$ cat src/rtl/systolic_ctrl.sv
// Sequencer for an N x N output-stationary systolic array: one clear cycle, skewed
// compute beats that stall with the feeders, then a row-by-row result drain.
module systolic_ctrl #(
  parameter int N     = 4,
  parameter int K_MAX = 256,
  parameter int KW    = $clog2(K_MAX+1),
  parameter int CW    = $clog2(K_MAX+2*N-1)
) (
  input  logic                 clk,
  input  logic                 rstn,
  input  logic                 start_i,
  input  logic [KW-1:0]        k_len_i,
  input  logic                 abort_i,
  output logic                 busy_o,
  output logic                 done_o,
  output logic                 clr_o,
  output logic                 acc_en_o,
  input  logic                 feed_rdy_i,
  output logic [CW-1:0]        beat_o,
  output logic [N-1:0]         a_vld_o,
  output logic [N-1:0]         b_vld_o,
  output logic                 res_valid_o,
  input  logic                 res_ready_i,
  output logic [$clog2(N)-1:0] res_row_o
);
  localparam int RW = $clog2(N);

  localparam logic [2:0] S_IDLE  = 3'd0;
  localparam logic [2:0] S_CLEAR = 3'd1;
  localparam logic [2:0] S_FEED  = 3'd2;
  localparam logic [2:0] S_DRAIN = 3'd3;
  localparam logic [2:0] S_DONE  = 3'd4;

  localparam logic [KW-1:0] K_CLAMP  = KW'(K_MAX);
  localparam logic [CW-1:0] BEAT_OFS = CW'(2*N-3);

  logic [2:0]    state;
  logic [KW-1:0] k_len;
  logic [CW-1:0] beat;
  logic [RW-1:0] row;
  logic          last_beat, last_row, res_fire;

  assign busy_o      = state != S_IDLE;
  assign done_o      = state == S_DONE;
  assign clr_o       = state == S_CLEAR;
  assign acc_en_o    = (state == S_FEED) && feed_rdy_i && !abort_i;
  assign res_valid_o = (state == S_DRAIN) && !abort_i;
  assign res_fire    = res_valid_o && res_ready_i;
  assign last_beat   = beat == (CW'(k_len) + BEAT_OFS);
  assign last_row    = row == RW'(N-1);
  assign beat_o      = beat;
  assign res_row_o   = row;

  // Lane i carries operand index beat-i; rows and columns share the same skew.
  for (genvar i = 0; i < N; i++) begin : g_lane
    logic [CW-1:0] rel;
    assign rel        = beat - CW'(i);
    assign a_vld_o[i] = acc_en_o && (beat >= CW'(i)) && (rel < CW'(k_len));
    assign b_vld_o[i] = a_vld_o[i];
  end

  always_ff @(posedge clk or negedge rstn) begin
    if (!rstn) begin
      state <= S_IDLE;
      k_len <= '0;
      beat  <= '0;
      row   <= '0;
    end else if (abort_i) begin
      state <= S_IDLE;
      beat  <= '0;
      row   <= '0;
    end else begin
      case (state)
        S_IDLE: if (start_i) begin
          state <= S_CLEAR;
          k_len <= (k_len_i > K_CLAMP) ? K_CLAMP : k_len_i;
        end
        S_CLEAR: begin
          beat  <= '0;
          row   <= '0;
          state <= (k_len == '0) ? S_DRAIN : S_FEED;
        end
        S_FEED: if (acc_en_o) begin
          if (last_beat) state <= S_DRAIN;
          else           beat  <= beat + 1'b1;
        end
        S_DRAIN: if (res_fire) begin
          if (last_row) state <= S_DONE;
          else          row   <= row + 1'b1;
        end
        S_DONE:  state <= S_IDLE;
        default: state <= S_IDLE;
      endcase
    end
  end
endmodule

$ cat config.mk
export PLATFORM = sky130hd
export DESIGN_NAME = systolic_ctrl
export DESIGN_NICKNAME = d
export VERILOG_FILES = /design/src/rtl/systolic_ctrl.sv
export SDC_FILE = /design/constraint.sdc
export NUM_CORES = 1
export LEC_CHECK = 0
export CORE_ASPECT_RATIO = 0.8
export CORE_MARGIN = 5
export CORE_UTILIZATION = 60
export DETAILED_ROUTE_END_ITERATION = 7
export HOLD_SLACK_MARGIN = 0.05
export PLACE_DENSITY = 0.87
export SKIP_CTS_REPAIR_TIMING = 1
export SLEW_MARGIN = 15
export SYNTH_ARGS = -nofsm -noshare
export SYNTH_HDL_FRONTEND = slang
export SYNTH_SLANG_ARGS = --single-unit
$ cat constraint.sdc
create_clock -name clk -period 4.7 [get_ports clk]
set_input_delay 0.94 -clock clk [delete_from_list [all_inputs] [get_ports clk]]
set_output_delay 0.94 -clock clk [all_outputs]
set_load 0.05 [all_outputs]
* Word-level counts from Yosys, hierarchy flattened
Index checks and enable logic that the tools add are counted.
Word-level totals: register bits 23
Cells by class: add/subtract/negate cells 6, magnitude comparators 9, equal/unequal tests 13, multiplexer cells 17, bitwise gates (word level) 1, reduce and logical (&&, ||, !) cells 22
Operator list (number):
- $lt 9x9->1 | 4
- $mux 9 | 4
- $ne 3x3->1 const B | 7
- $ge 9x1->1 const B | 2
- $ge 9x2->1 const B | 2
- $mux 3 | 6
- $pmux 9 s2 | 1
- $sub 9x2->9 const B | 2
- $logic_and 1x1->1 | 12
- $pmux 3 s4 | 1
- $add 9x1->9 const B | 1
- $add 9x3->9 const B | 1
- $eq 9x9->1 | 1
- $gt 9x9->1 const B | 1
- $logic_not 9->1 | 1
- $reduce_and 3->1 | 3
- $reduce_bool 3->1 | 3
- $sub 9x1->9 const B | 1
- $eq 3x2->1 const B | 2
- $mux 2 | 3
- $reduce_and 5->1 | 1
- $pmux 2 s2 | 1
- $eq 3x1->1 const B | 1
- $eq 3x3->1 const B | 1
- other kinds (6) | 6

* Logic depth before layout (Yosys ltp)
Gate-level depths: netlist of the first run.
depth in word-level cells 6, mapped depth 13, depth with buffers taken out 11

* Worst setup path before layout of the first run
OpenSTA, ideal clock, no wires.
kind register to output, start point reg beat[1], in the netlist beat_o[1], end point out b_vld_o[0], data arrival time 5169 ps, path slack -1409 ps, stages on the path, launching flop included 11, cell sequence dfrtp_1 inv_1 ha_1 o21bai_1 a21o_1 a21o_1 a21o_1 a21oi_1 nor2_1 a2111oi_0 buf_4
On the way: cells in the longest elaborated chain, start to end 3, elaborated cells between the ends (all ways) 4, those cells by class 2 x order compare; 2 x reduce/logical
Ends and longest elaborated chain:
- start: declaration | line 39 | logic [CW-1:0] beat;
- start signal: assignment | line 85 | else beat <= beat + 1'b1;
- $ge 9x1->1 | line 58 | assign a_vld_o[i] = acc_en_o && (beat >= CW'(i)) && (rel < CW'(k_len));
- $logic_and 1x1->1 | line 58
- $logic_and 1x1->1 * | line 58
- end: declaration | line 21 | output logic [N-1:0] b_vld_o,
Mark *: on every way between the ends. The rest lies on a longest branch, timed or not.

* Final worst setup path of the first run
start point reg beat[0], in the netlist beat_o[0], end point out a_vld_o[3]
On the way: cells in the longest elaborated chain, start to end 3, elaborated cells between the ends (all ways) 5, those cells by class 1 x add/sub; 2 x order compare; 2 x reduce/logical
Ends and longest elaborated chain:
- $sub 9x2->9 / $ge 9x2->1 (equally long branches) | line 57, 58
- $lt 9x9->1 / $logic_and 1x1->1 (equally long branches) | line 58
- $logic_and 1x1->1 * | line 58
- end: declaration | line 20 | output logic [N-1:0] a_vld_o,
Marks and branches as above.

==> results.yml, run 1 <==
outcome:
  status: "completed"
pwr:
  max-vdd-ir-drop_mv: 0.2769
  p_clk_share_pct: 10.9
  seqPwrFrac_pct: 27.5
  power_mw: 1.191
  comb_power_share_pct: 61.6
  swShare_pct: 48.72
  p_leak_nw: 1.414
  switching_power_mw: 0.5805
  intPower_mw: 0.6110
  p_per_area_nw_per_um2: 368.2
clock_tree:
  clk_pin_slew_worst_paths_ps: 80
  clockRootBuffer: "clkbuf_8"
  insertion_delay_ps: 280
  numCtsBuffers: 3
  clock_sinks: 23
  clock_path_buffers: 2
  htreeDepth: 1
  cts_tree: "built"
critical_path:
  max_stage_delay_ps: 580
  cp_max_fo: 12
  crit_path_end_kind: "output port"
  crit_arrival_ps: 3170
  path_cells: "inv_1 > ha_1 > ha_1 > nor2b_1 > o21a_1 > o21a_1 > o21a_1 > o21ai_0 > nand2b_1 > a41oi_1 > buf_4"
  critPathLaunchType: "register"
  cp_top_family: "compound AO/OA/AOI/OAI gates"
  cpMaxStageDelayCell: "dfrtp_1"
  timing.rr.start: "k_len[0]$_DFFE_PN0P_"
  path_buf_inv: 2
  cp_common_cell: "o21a_1"
  path_class: "reg -> out"
  crit_start: "beat_o[0]$_DFFE_PN0P_"
  critPathRequiredTime_ps: 3760
floorplanning:
  die_x_um: 86.04
  io_pins: 39
  dieHeight_um: 70.83
  die-area_um2: 6094
  coreArea_um2: 4542
  rows: 22
  initial_core_util_pct: 61.10
drt:
  remaining_drc_errors: 0
  drtIter0Drc: 280
  vias: 2491
  vias_per_cell: 5.959
  wl_mm: 6.693
  postRouteAntennaNets: 0
  drtPass1Iterations: 4
  wl_per_cell_um: 16.01
synth:
  synth-seq-cells: 23
  synth_ff_type: "dfrtp_1"
  async_flop_share_pct: 100.0
  syn_avg_cell_area_um2: 8.334
  syn_area_um2: 2775
  synth_edf_count: 0
  synth_top_area_share_pct: 20.74
  ys_top_cells_by_area: "dfrtp_1 21%, ha_1 20%, xnor2_1 5.7%"
  synth_area_leader_cell: "dfrtp_1"
  synth_cells: 333
  yosys_warnings: 0
  ys_seq_area_share_pct: 20.74
  syn-num-nets: 393
  yosysUniqueCellTypes: 56
global_route:
  grt_max_degree: 24
  grtUsageTotal_pct: 23.21
  antenna_found_initial: 0
  grt_pass1_vias: 2452
  grt-ovfl-total: 0
  grt_pass1_wl_mm: 11.56
place:
  place.gp.congestion: 0.9208
  hpwlAfterDp_mm: 5.199
  placed_cell_area_um2: 3196
  placement.io_buffers: 38
layout:
  final_nets: 419
  fin_area_um2: 3236
  area_growth_pct: 16.59
  fill_cells: 395
  drive_gt1_share_pct: 8.380
  layout_commonest_cell: "ha_1"
  antenna_cells: 0
  mostFrequentLayoutCells: "45 x ha_1, 33 x nand2_1, 29 x clkdlybuf4s50_1"
sta:
  fmax_mhz: 243.5
  rsz0062_at_grt: "false"
  holdWs_ps: 573.6
  slew_violations: 0
  slew_headroom_pct: 59.11
  period_share_pct: 87.38
  timing_hold_violations_final: 0
  setup_violations: 0
  fin_setup_tns_ps: 0
  period_minus_slack_ps: 4107
  clock_skew_ps: 7.948
  worstMarginPinSlew_ps: 613.4
flow_run:
  drv_cap: 0
hold_path:
  min_path_type: "reg -> reg"
  worstHoldStart: "k_len[5]$_DFFE_PN0P_"
==> layer usage <==
metal,global-route usage [%],up-vias,wire [um]
met3,2.095,7,374
met5,0,-,0
met4,8.260,0,78
met2,40.55,80,3377
li1,-,1225,-
met1,29.78,1179,2862
==> layout make-up <==
type	instances	area, um2	share of cell area (%)
Timing Repair Buffer	42	447.9	13.84
Multi-Input combinational cell	270	2021	62.45
Clock buffer	4	45.04	1.392
Sequential cell	23	575.6	17.79
Tap cell	60	75.07	2.320
Inverter	19	71.32	2.204
==> power by group through the flow <==
stage | clock network, mW | logic (mW) | registers, mW
3_5_place_dp | 0 | 0.730 | 0.329
2_1_floorplan | 0 | 0.579 | 0.298
3_3_place_gp | 0 | 0.699 | 0.324
6_report | 0.130 | 0.734 | 0.328
5_1_grt | 0.137 | 0.833 | 0.336
4_1_cts | 0.133 | 0.737 | 0.325
==> worst reg2reg max path, cell delays in order, from the launching register on <==
cell and delay (ps):
dfrtp_1 540, ha_1 270, nor2_1 130, or4_1 480
xnor2_1 180, nor4_4 400, and2_2 350, nor2_2 100
a221o_1 330
==> per-stage QoR <==
step                util (%)  worst slack, ps  instances
floorplan                  -            74.90        333
global placement       70.36            752.6        414
detailed placement     70.36            637.6        414
CTS                    71.35            596.6        418
global route           71.24            269.6        418
finish                 71.24            593.0        418
==> synth_stat cells, types with 2 or more instances <==
library cell	number
a22o_1	2
buf_4	5
o41ai_1	3
a2111oi_0	3
nand2b_1	13
buf_1	4
nand3b_1	3
o21a_1	9
dfrtp_1	23
buf_6	2
nor4b_1	2
a22oi_1	3
mux2_2	3
clkbuf_1	9
ha_1	45
a32oi_1	2
nor3_1	11
a211oi_1	3
or3_1	4
inv_2	2
a21o_1	7
xor2_1	16
or2_2	2
nor4_1	5
nor2b_1	3
nor2_1	16
o21ai_1	3
inv_1	17
xnor2_1	18
o21ai_0	13
nand4_1	4
nand3_1	12
a21oi_1	10
nand2_1	33
and3_1	2
==> kinds of logic (layout without fill, tap and decap cells) <==
logic type | Yosys count | after routing | share of synthesized area (%)
AOI/OAI and AO/OA | 69 | 69 | 17.58
adders and majority gates | 45 | 45 | 20.29
DFF | 23 | 23 | 20.74
buffers and inverters | 40 | 65 | 6.672
and+or+nand+nor | 118 | 118 | 22.41
xor gates and xnor gates | 34 | 34 | 10.73
muxes | 4 | 4 | 1.578
==> flip-flops by register name, indices dropped and copies added (netlist names) <==
name,flops
beat_o,9
res_row_o,2
state,3
k_len,9
==> final timing paths <==
check                                        end  slack, ps  cells after the start
setup / recovery                      a_vld_o[3]        590                     11
hold / removal              k_len[5]$_DFFE_PN0P_        570                      2
setup reg to reg           beat_o[6]$_DFFE_PN0P_       1810                      8
hold reg to reg             k_len[5]$_DFFE_PN0P_        570                      2
max in group asynchronous  beat_o[1]$_DFFE_PN0P_       3690                      1
min in group asynchronous   state[1]$_DFFE_PN0P_        640                      1
No activity file was read; power rests on OpenSTA's default activity.
==> run 2, diff against run 1 <==
Settings changed: ABC_AREA set to 0, CORE_UTILIZATION 60 to 62, CTS_BUF_LIST set to sky130_fd_sc_hd__clkbuf_4 sky130_fd_sc_hd__clkbuf_8, PLACE_DENSITY 0.87 to unset, PLACE_DENSITY_LB_ADDON set to 0.05.
==> run 2 against run 1 <==
Effect of this change: maximum frequency decreased by 1.0%; worst hold slack got worse by 12 ps; die area is 2.8% lower; highest routed layer unchanged.
==> results.yml, run 2 (synthesis gave the netlist of run 1 again) <==
outcome:
  status: "completed"
critical_path:
  critPathLaunchType: "register"
  cpMaxStageDelayCell: "dfrtp_1"
  r2r_cells: 8
  cp_top_family: "compound AO/OA/AOI/OAI gates"
  crit_path_end_kind: "output port"
  path_buf_inv: 2
  crit_arrival_ps: 3210
  critPathRequiredTime_ps: 3760
  path_class: "reg -> out"
  cp_max_fo: 11
  path_cells: "inv_1 > ha_1 > nand2_1 > nand3_1 > nor3_1 > xor2_1 > ha_1 > a21o_1 > a2111oi_0 > o21a_1 > buf_12"
  max_stage_delay_ps: 580
  cp_common_cell: "ha_1"
  cp_num_cells: 11
clock_tree:
  clock_sinks: 23
  clock_path_buffers: 2
  clockRootBuffer: "clkbuf_8"
  numCtsBuffers: 3
  htreeDepth: 1
  cts_tree: "built"
  clk_pin_slew_worst_paths_ps: 90
  insertion_delay_ps: 270
layout:
  final_nets: 417
  drive_gt1_share_pct: 7.865
  layout_commonest_cell: "ha_1"
  mostFrequentLayoutCells: "45 x ha_1, 33 x nand2_1, 30 x clkdlybuf4s50_1"
  antenna_cells: 0
  fill_cells: 343
  area_growth_pct: 15.69
drt:
  wl_mm: 6.519
  vias_per_cell: 6.002
  postRouteAntennaNets: 0
  wl_per_cell_um: 15.78
  drtIter0Drc: 106
  remaining_drc_errors: 0
  drtPass1Iterations: 5
  vias: 2479
sta:
  period_share_pct: 88.30
  rsz0062_at_grt: "false"
  setup_violations: 0
  worstMarginPinSlew_ps: 1001
  fin_setup_tns_ps: 0
  holdWs_ps: 561.8
  slew_violations: 0
  slew_headroom_pct: 33.05
  fmax_mhz: 240.9
  period_minus_slack_ps: 4150
  clock_skew_ps: 10.95
  timing_hold_violations_final: 0
floorplanning:
  io_pins: 39
  dieHeight_um: 69.84
  rows: 21
  die_x_um: 84.80
  die-area_um2: 5922
  coreArea_um2: 4257
  initial_core_util_pct: 65.20
place:
  hpwlAfterDp_mm: 5.056
  place.gp.congestion: 0.8681
  placement.io_buffers: 38
hold_path:
  whs_path_depth: 2
  min_path_type: "reg -> reg"
flow_run:
  drv_cap: 0
pwr:
  p_clk_share_pct: 10.4
  p_per_area_nw_per_um2: 368.8
  power_mw: 1.184
  p_leak_nw: 1.403
  intPower_mw: 0.6107
  comb_power_share_pct: 62.0
  max-vdd-ir-drop_mv: 0.2868
  seqPwrFrac_pct: 27.5
  swShare_pct: 48.42
  switching_power_mw: 0.5734
global_route:
  grtUsageTotal_pct: 22.24
  grt_max_degree: 24
  grt_util_met1_pct: 29.48
  grt_pass1_wl_mm: 11.03
  grt_pass1_vias: 2345
  grt.busiest_layer: "met2"
  grt.met2_usage_pct: 38.05
  grt_use_met3_pct: 2.850
  antenna_found_initial: 0
  grt-ovfl-total: 0
## run 2: cell types whose count changed in the layout (fill, tap and decap cells not counted)
cell,previous run,this run
clkbuf_1,1,0
clkdlybuf4s50_1,29,30
buf_12,5,4
clkinv_2,0,1
buf_2,1,0
buf_4,7,6
## run 2: cell type report
type | instances | area, um2 | share of cell area, %
Sequential cell | 23 | 575.6 | 17.93
Inverter | 19 | 71.32 | 2.221
Timing Repair Buffer | 40 | 425.4 | 13.25
Tap cell | 57 | 71.32 | 2.221
Clock buffer | 3 | 41.29 | 1.286
Clock inverter | 1 | 5.005 | 0.1559
Multi-Input combinational cell | 270 | 2021 | 62.94
## run 2: power by group through the flow
| stage | combinational [mW] | sequential (mW) | clock [mW] |
|---|---|---|---|
| after floorplan | 0.579 | 0.298 | 0 |
| after global placement | 0.702 | 0.327 | 0 |
| after detailed placement | 0.728 | 0.329 | 0 |
| after CTS | 0.734 | 0.325 | 0.124 |
| after global routing | 0.827 | 0.338 | 0.133 |
| final | 0.735 | 0.326 | 0.123 |
## run 2: routing by layer
| metal | vias to the layer above | part of all wire [%] |
|---|---|---|
| li1 | 1236 | - |
| met1 | 1152 | 45 |
| met2 | 80 | 48 |
| met3 | 11 | 5.1 |
| met4 | 0 | 1.7 |
| met5 | - | 0 |
## run 2: worst paths after layout
check                                 startpoint                        to  slack, ps
setup / recovery           beat_o[1]$_DFFE_PN0P_                b_vld_o[1]        550
hold / removal              k_len[5]$_DFFE_PN0P_      k_len[5]$_DFFE_PN0P_        560
setup reg to reg            k_len[0]$_DFFE_PN0P_     beat_o[6]$_DFFE_PN0P_       1900
hold reg to reg             k_len[5]$_DFFE_PN0P_      k_len[5]$_DFFE_PN0P_        560
max in group asynchronous                   rstn      state[1]$_DFFE_PN0P_       2870
min in group asynchronous                   rstn  res_row_o[1]$_DFFE_PN0P_       1220
## run 2: tightest hold or removal path: cells and delay by family (launching register included)
kind / cells / cell delay, ps
compound gates: 1 / 60
flops: 1 / 410
simple gates: 1 / 60
## run 2: per-stage QoR
stage | utilization (%) | area [um2] | setup WS (ps) | instances
floorplan | - | 2781 | 74.90 | 333
global placement | 74.34 | 3164 | 796.7 | 409
CTS | 75.43 | 3211 | 553.5 | 413
global route | 75.43 | 3211 | 349.4 | 413
detailed placement | 74.34 | 3164 | 772.0 | 409
finish | 75.43 | 3211 | 549.7 | 413
